===== src/rtl/pool_window_gen.sv =====
// rtl/pool_window_gen.sv - 2x2 stride-2 window extractor with single-row line buffer
module pool_window_gen #(
    parameter  int IL    = 8,
    parameter  int FL    = 12,
    parameter  int MAP_W = 8,
    parameter  int MAP_H = 8,
    localparam int W     = IL + FL,
    localparam int NWIN  = (MAP_W / 2) * (MAP_H / 2),
    localparam int IW    = (NWIN > 1) ? $clog2(NWIN) : 1,
    localparam int CW    = $clog2(MAP_W),
    localparam int RW    = $clog2(MAP_H)
) (
    input  logic                clk,
    input  logic                reset,
    input  logic signed [W-1:0] in_data,
    input  logic                in_valid,
    output logic                in_ready,
    output logic signed [W-1:0] win [4],
    output logic                win_valid,
    input  logic                pool_idle,
    output logic [IW-1:0]       win_idx,
    output logic                frame_done
);

    logic [CW-1:0]       r_col;
    logic [RW-1:0]       r_row;
    logic [IW-1:0]       r_cnt;
    logic [IW-1:0]       r_win_idx;
    logic                r_win_valid;
    logic                r_frame_done;
    logic signed [W-1:0] r_hold;
    logic signed [W-1:0] r_win [4];
    logic signed [W-1:0] r_line_buf [MAP_W];

    logic          w_accept;
    logic          w_consume;
    logic          w_col_last;
    logic          w_row_last;
    logic [CW-1:0] w_col_left;

    assign in_ready   = !r_win_valid | pool_idle;
    assign w_accept   = in_valid & in_ready;
    assign w_consume  = r_win_valid & pool_idle;
    assign w_col_last = (r_col == CW'(MAP_W - 1));
    assign w_row_last = (r_row == RW'(MAP_H - 1));
    assign w_col_left = r_col & ~CW'(1);

    assign win        = r_win;
    assign win_valid  = r_win_valid;
    assign win_idx    = r_win_idx;
    assign frame_done = r_frame_done;

    // Line buffer and hold register carry no reset; their contents are only read after being rewritten.
    always_ff @(posedge clk) begin
        if (w_accept) begin
            if (!r_row[0]) begin
                r_line_buf[r_col] <= in_data;
            end else if (!r_col[0]) begin
                r_hold <= in_data;
            end
        end
    end

    always_ff @(posedge clk) begin
        if (reset) begin
            r_col        <= '0;
            r_row        <= '0;
            r_cnt        <= '0;
            r_win_idx    <= '0;
            r_win_valid  <= 1'b0;
            r_frame_done <= 1'b0;
            for (int i = 0; i < 4; i++) begin
                r_win[i] <= '0;
            end
        end else begin
            r_frame_done <= 1'b0;
            if (w_consume) begin
                r_win_valid <= 1'b0;
            end
            if (w_accept) begin
                // A window completing on the consume edge overrides the clear: no bubble.
                if (r_row[0] && r_col[0]) begin
                    r_win[0]    <= r_line_buf[w_col_left];
                    r_win[1]    <= r_line_buf[r_col];
                    r_win[2]    <= r_hold;
                    r_win[3]    <= in_data;
                    r_win_valid <= 1'b1;
                    r_win_idx   <= r_cnt;
                    r_cnt       <= (r_cnt == IW'(NWIN - 1)) ? '0 : r_cnt + 1'b1;
                end
                if (w_col_last) begin
                    r_col <= '0;
                    r_row <= w_row_last ? '0 : r_row + 1'b1;
                end else begin
                    r_col <= r_col + 1'b1;
                end
                r_frame_done <= w_col_last & w_row_last;
            end
        end
    end

endmodule


===== config.mk =====
export PLATFORM = sky130hd
export DESIGN_NAME = pool_window_gen
export DESIGN_NICKNAME = d
export VERILOG_FILES = /design/src/rtl/pool_window_gen.sv
export SDC_FILE = /design/constraint.sdc
export NUM_CORES = 1
export LEC_CHECK = 0
export BUFFER_PORTS_ARGS = -buffer_cell sky130_fd_sc_hd__clkbuf_2
export CAP_MARGIN = 10
export CORE_ASPECT_RATIO = 1.5
export CORE_UTILIZATION = 50
export DETAILED_ROUTE_END_ITERATION = 10
export GPL_ROUTABILITY_DRIVEN = 0
export GPL_TIMING_DRIVEN = 0
export PLACE_DENSITY_LB_ADDON = 0.15
export SLEW_MARGIN = 20
export SYNTH_ARGS = -nofsm -noshare
export SYNTH_HDL_FRONTEND = slang
export SYNTH_SLANG_ARGS = --single-unit

===== constraint.sdc =====
create_clock -name clk -period 4 [get_ports clk]
set_clock_uncertainty 0.15 [all_clocks]
set_input_delay 0.6 -clock clk [delete_from_list [all_inputs] [get_ports clk]]
set_output_delay 0.6 -clock clk [all_outputs]
set_load 0.1 [all_outputs]

==> results by group <==
Critical path
  – Worst R2R Setup Slack: about 1500 ps
  – Maximum fanout along the worst path: 10
  – Critical Path RT: just over 4000 ps
  – Worst setup path endpoint: r_line_buf[0][9]$_DFFE_PP_
  – Worst Setup Path Type: reg -> reg
  – Crit. End Element: register
  – CP startpoint: win_valid$_SDFF_PP0_
  – Slowest stage cell on the critical path: or3_1
  – CP max stage delay: between 500 and 600 ps
  – Capturing point of the worst reg2reg path: r_line_buf[0][9]$_DFFE_PP_
  – R2r worst-path depth: 8
  – Crit path DAT: roughly 2600 ps
  – CP cell instances: nand2b_1, buf_2, nand2_1, or3_1, nor3_2, buf_4, buf_4, buf_4
  – Buffers & Inverters on Critical Path: 4
  – Reg2reg start: win_valid$_SDFF_PP0_
  – Startpoint Class: register
  – Stages on worst setup path: 8
  – Crit path top cell by count: buf_4
  – Delay-heaviest family, CP: simple AND/OR/NAND/NOR gates

Routing
  – Routed WL per cell: 20.51 um
  – ANT nets after route: 0
  – Total number of vias: between 5,000 and 6,000
  – DR vias/cell: between 5 and 6
  – Routed WL: 22,300 um
  – Initial DRT Pass Iterations: 5
  – DRC viols: 0
  – Initial detailed-routing violation count: around 330

Timing
  – Fraction of the cycle the final worst path needs: 0.6362
  – Hold WS: 269.0 ps
  – F_max: roughly 0.4 GHz
  – Final Critical Period: approximately 2500 ps
  – Final Max Tran Viols: 0
  – Final setup viols: 0
  – Slew @ Worst Pin: approximately 790 ps
  – Slack of the critical path: approximately 1500 ps
  – RSZ-0062 raised after global routing: no
  – Hold Vio Cnt, Final: 0
  – Setup TNS: 0 ps
  – Rel. slew slack: 0.4705

Outcome
  – Status: finished clean

CTS
  – Clock buffer depth: 3
  – Clock Pin Slew Worst Setup and Hold Paths: approximately 70 ps
  – CTS Buf Count: 25
  – Clock Latency Late Sink: 520 ps
  – Cts-stage hold buffer count: 0
  – CTS tree: yes
  – H-tree levels: 1
  – PostCTS Resize Cnt: 0
  – Number of setup buffers added after CTS: 0
  – Root buf cell: clkbuf_16
  – Clk sink count: about 280

Placed design
  – Port-buffer cells: 108
  – Pre-CTS WS: 1095 ps
  – Hpwl dp: 15,200 um

Run
  – Max Cap Viol: 0

Synthesis
  – Synth warn: 0
  – Post-Syn Nets: around 700
  – Syn Inst Count: approximately 670
  – Distinct cells, synth: 25
  – Post-Syn Area: 9877 um^2
  – Seq/Total Area, Yosys: 0.7418
  – Syn avg cell area: roughly 15 um^2
  – Number of synthesized register bits: around 280

Die
  – DIE AREA: approximately 20,000 um^2
  – Area of the core: between 15,000 and 20,000 um^2
  – Boundary Pins: 111
  – Chip Height: approximately 170 um
  – FP Rows: 62
  – Die width: 116.8 um
  – Starting density of the core: 0.5134

Global routing
  – First-pass GRT wire length: 34,080 um
  – Pin count of the biggest net entering global routing: 21
  – Vias in the first global route: about 6,000
  – GRT Total Usage: 0.2291
  – GR Overflow Total: 0
  – Initial antenna violation count: 0

Layout
  – Layout cell share with drive strength beyond 1: 0.2768
  – # diodes: 0
  – Util after Layout: 0.6106
  – Fillers: approximately 1,500
  – Synth-to-layout area growth: 18.94%
  – Net count, final: 842

Hold path
  – HP Class: in -> reg

Power and ir drop
  – Highest ir drop seen on vdd: 0.3219 mV
  – LEAKAGE: ~4.0 nW
  – PD cells: between 400 and 500 nW/um^2
sequential cells by signal, indices dropped and copies added, names as in the netlist:
name,flops
r_line_buf,160
r_hold,20
r_cnt,4
win_valid,1
r_col,3
win_idx,4
frame_done,1
r_row,3
win,80
cell usage in the layout, fill, tap and decap left out, types with 2 or more instances in the layout:
cell type,n
buf_2,7
nand4b_1,2
mux2i_1,2
buf_4,14
dfxtp_1,96
mux4_2,40
ha_1,5
bufinv_16,3
or3_1,3
nand2_1,177
nor2_1,3
clkbuf_8,3
clkbuf_1,21
clkbuf_2,108
clkinv_2,6
nand4_1,2
a21oi_1,92
nand3_1,2
clkbuf_16,25
nor2_4,6
clkinv_1,6
nand2b_1,3
buf_8,2
xor2_1,2
nor3_2,2
edfxtp_1,180
buf_6,9
nor3b_1,2
power breakdown:
| part | internal [mW] | total (mW) | switching [mW] |
|---|---|---|---|
| combinational | 0.0866 | 0.216 | 0.130 |
| clock | 1.39 | 2.40 | 1.01 |
| sequential | 3.07 | 3.09 | 0.0109 |
synthesized netlist by cell type, drive strengths merged:
cell type / instances / area (um^2)
clkbuf: 20 / 75.07
mux4: 40 / 900.9
dfxtp: 96 / 1922
nor2: 9 / 33.78
o21ai: 1 / 5.000
nand4: 2 / 12.51
or3: 3 / 18.77
buf: 22 / 170.2
edfxtp: 180 / 5405
a21oi: 92 / 460.4
nor3b: 3 / 22.52
ha: 5 / 62.56
nor3: 2 / 10.01
xor2: 2 / 17.52
and3: 1 / 6.260
and2: 1 / 7.510
nand4b: 2 / 17.52
mux2i: 2 / 20.02
a31oi: 1 / 6.260
nand2: 177 / 664.4
nand2b: 3 / 18.77
nand3: 3 / 20.02
per-stage QoR:
step	instances	total power, mW	cell area, um^2
4_1_cts	1087	5.723	11750
5_1_grt	1087	5.843	11750
6_report	1087	5.697	11750
3_5_place_dp	1042	3.366	10930
3_3_place_gp	1031	3.345	10740
2_1_floorplan	667	3.269	9877
cell families (layout without fill, tap and decap cells):
kind of cell / after synthesis / after routing / synth area share
compound gates: 94 / 94 / 0.04776
xor+xnor: 2 / 2 / 0.001774
fa+ha+maj: 5 / 5 / 0.006334
buf+inv: 42 / 206 / 0.02483
flops: 276 / 276 / 0.7418
mux: 42 / 42 / 0.09324
simple gates: 206 / 206 / 0.08424
worst register-to-register path: stages (launching register included):
cell,delay [ps]
dfxtp_1,320
nand2b_1,80
buf_2,220
nand2_1,170
or3_1,510
nor3_2,160
buf_4,230
buf_4,230
buf_4,190
per-layer routing:
layer / part of all wire / vias up / GRT usage
met3: 0.061 / 23 / 0.04149
met2: 0.53 / 193 / 0.4110
met4: 0.021 / 0 / 0.07015
met1: 0.38 / 2960 / 0.2756
li1: - / 2711 / -
met5: 0 / - / 0
how the worst min path moves through the flow:
stage / slack (ps) / depth (start not counted) / to / start
global placement: 290 / 2 / win_idx[0]$_SDFFE_PP0P_ / win_idx[0]$_SDFFE_PP0P_
global route: 270 / 1 / r_hold[7]$_DFFE_PP_ / in_data[7]
finish: 270 / 1 / r_hold[7]$_DFFE_PP_ / in_data[7]
CTS: 260 / 1 / r_line_buf[0][14]$_DFFE_PP_ / in_data[14]
floorplan: 300 / 2 / win_idx[3]$_SDFFE_PP0P_ / r_cnt[3]$_SDFFE_PP0P_
detailed placement: 300 / 2 / win_idx[0]$_SDFFE_PP0P_ / win_idx[0]$_SDFFE_PP0P_
final cells by class:
class                      count  area [um^2]  area share
multi-input combinational    349         2365      0.2013
clock inverter                16        150.1     0.01278
buffer                        42        245.2     0.02088
clock buffer                  29        670.6     0.05709
sequential                   276         7327      0.6237
timing repair buffer         119        669.4     0.05698
tap                          256        320.3     0.02727
(Power assumes the default switching activity.)
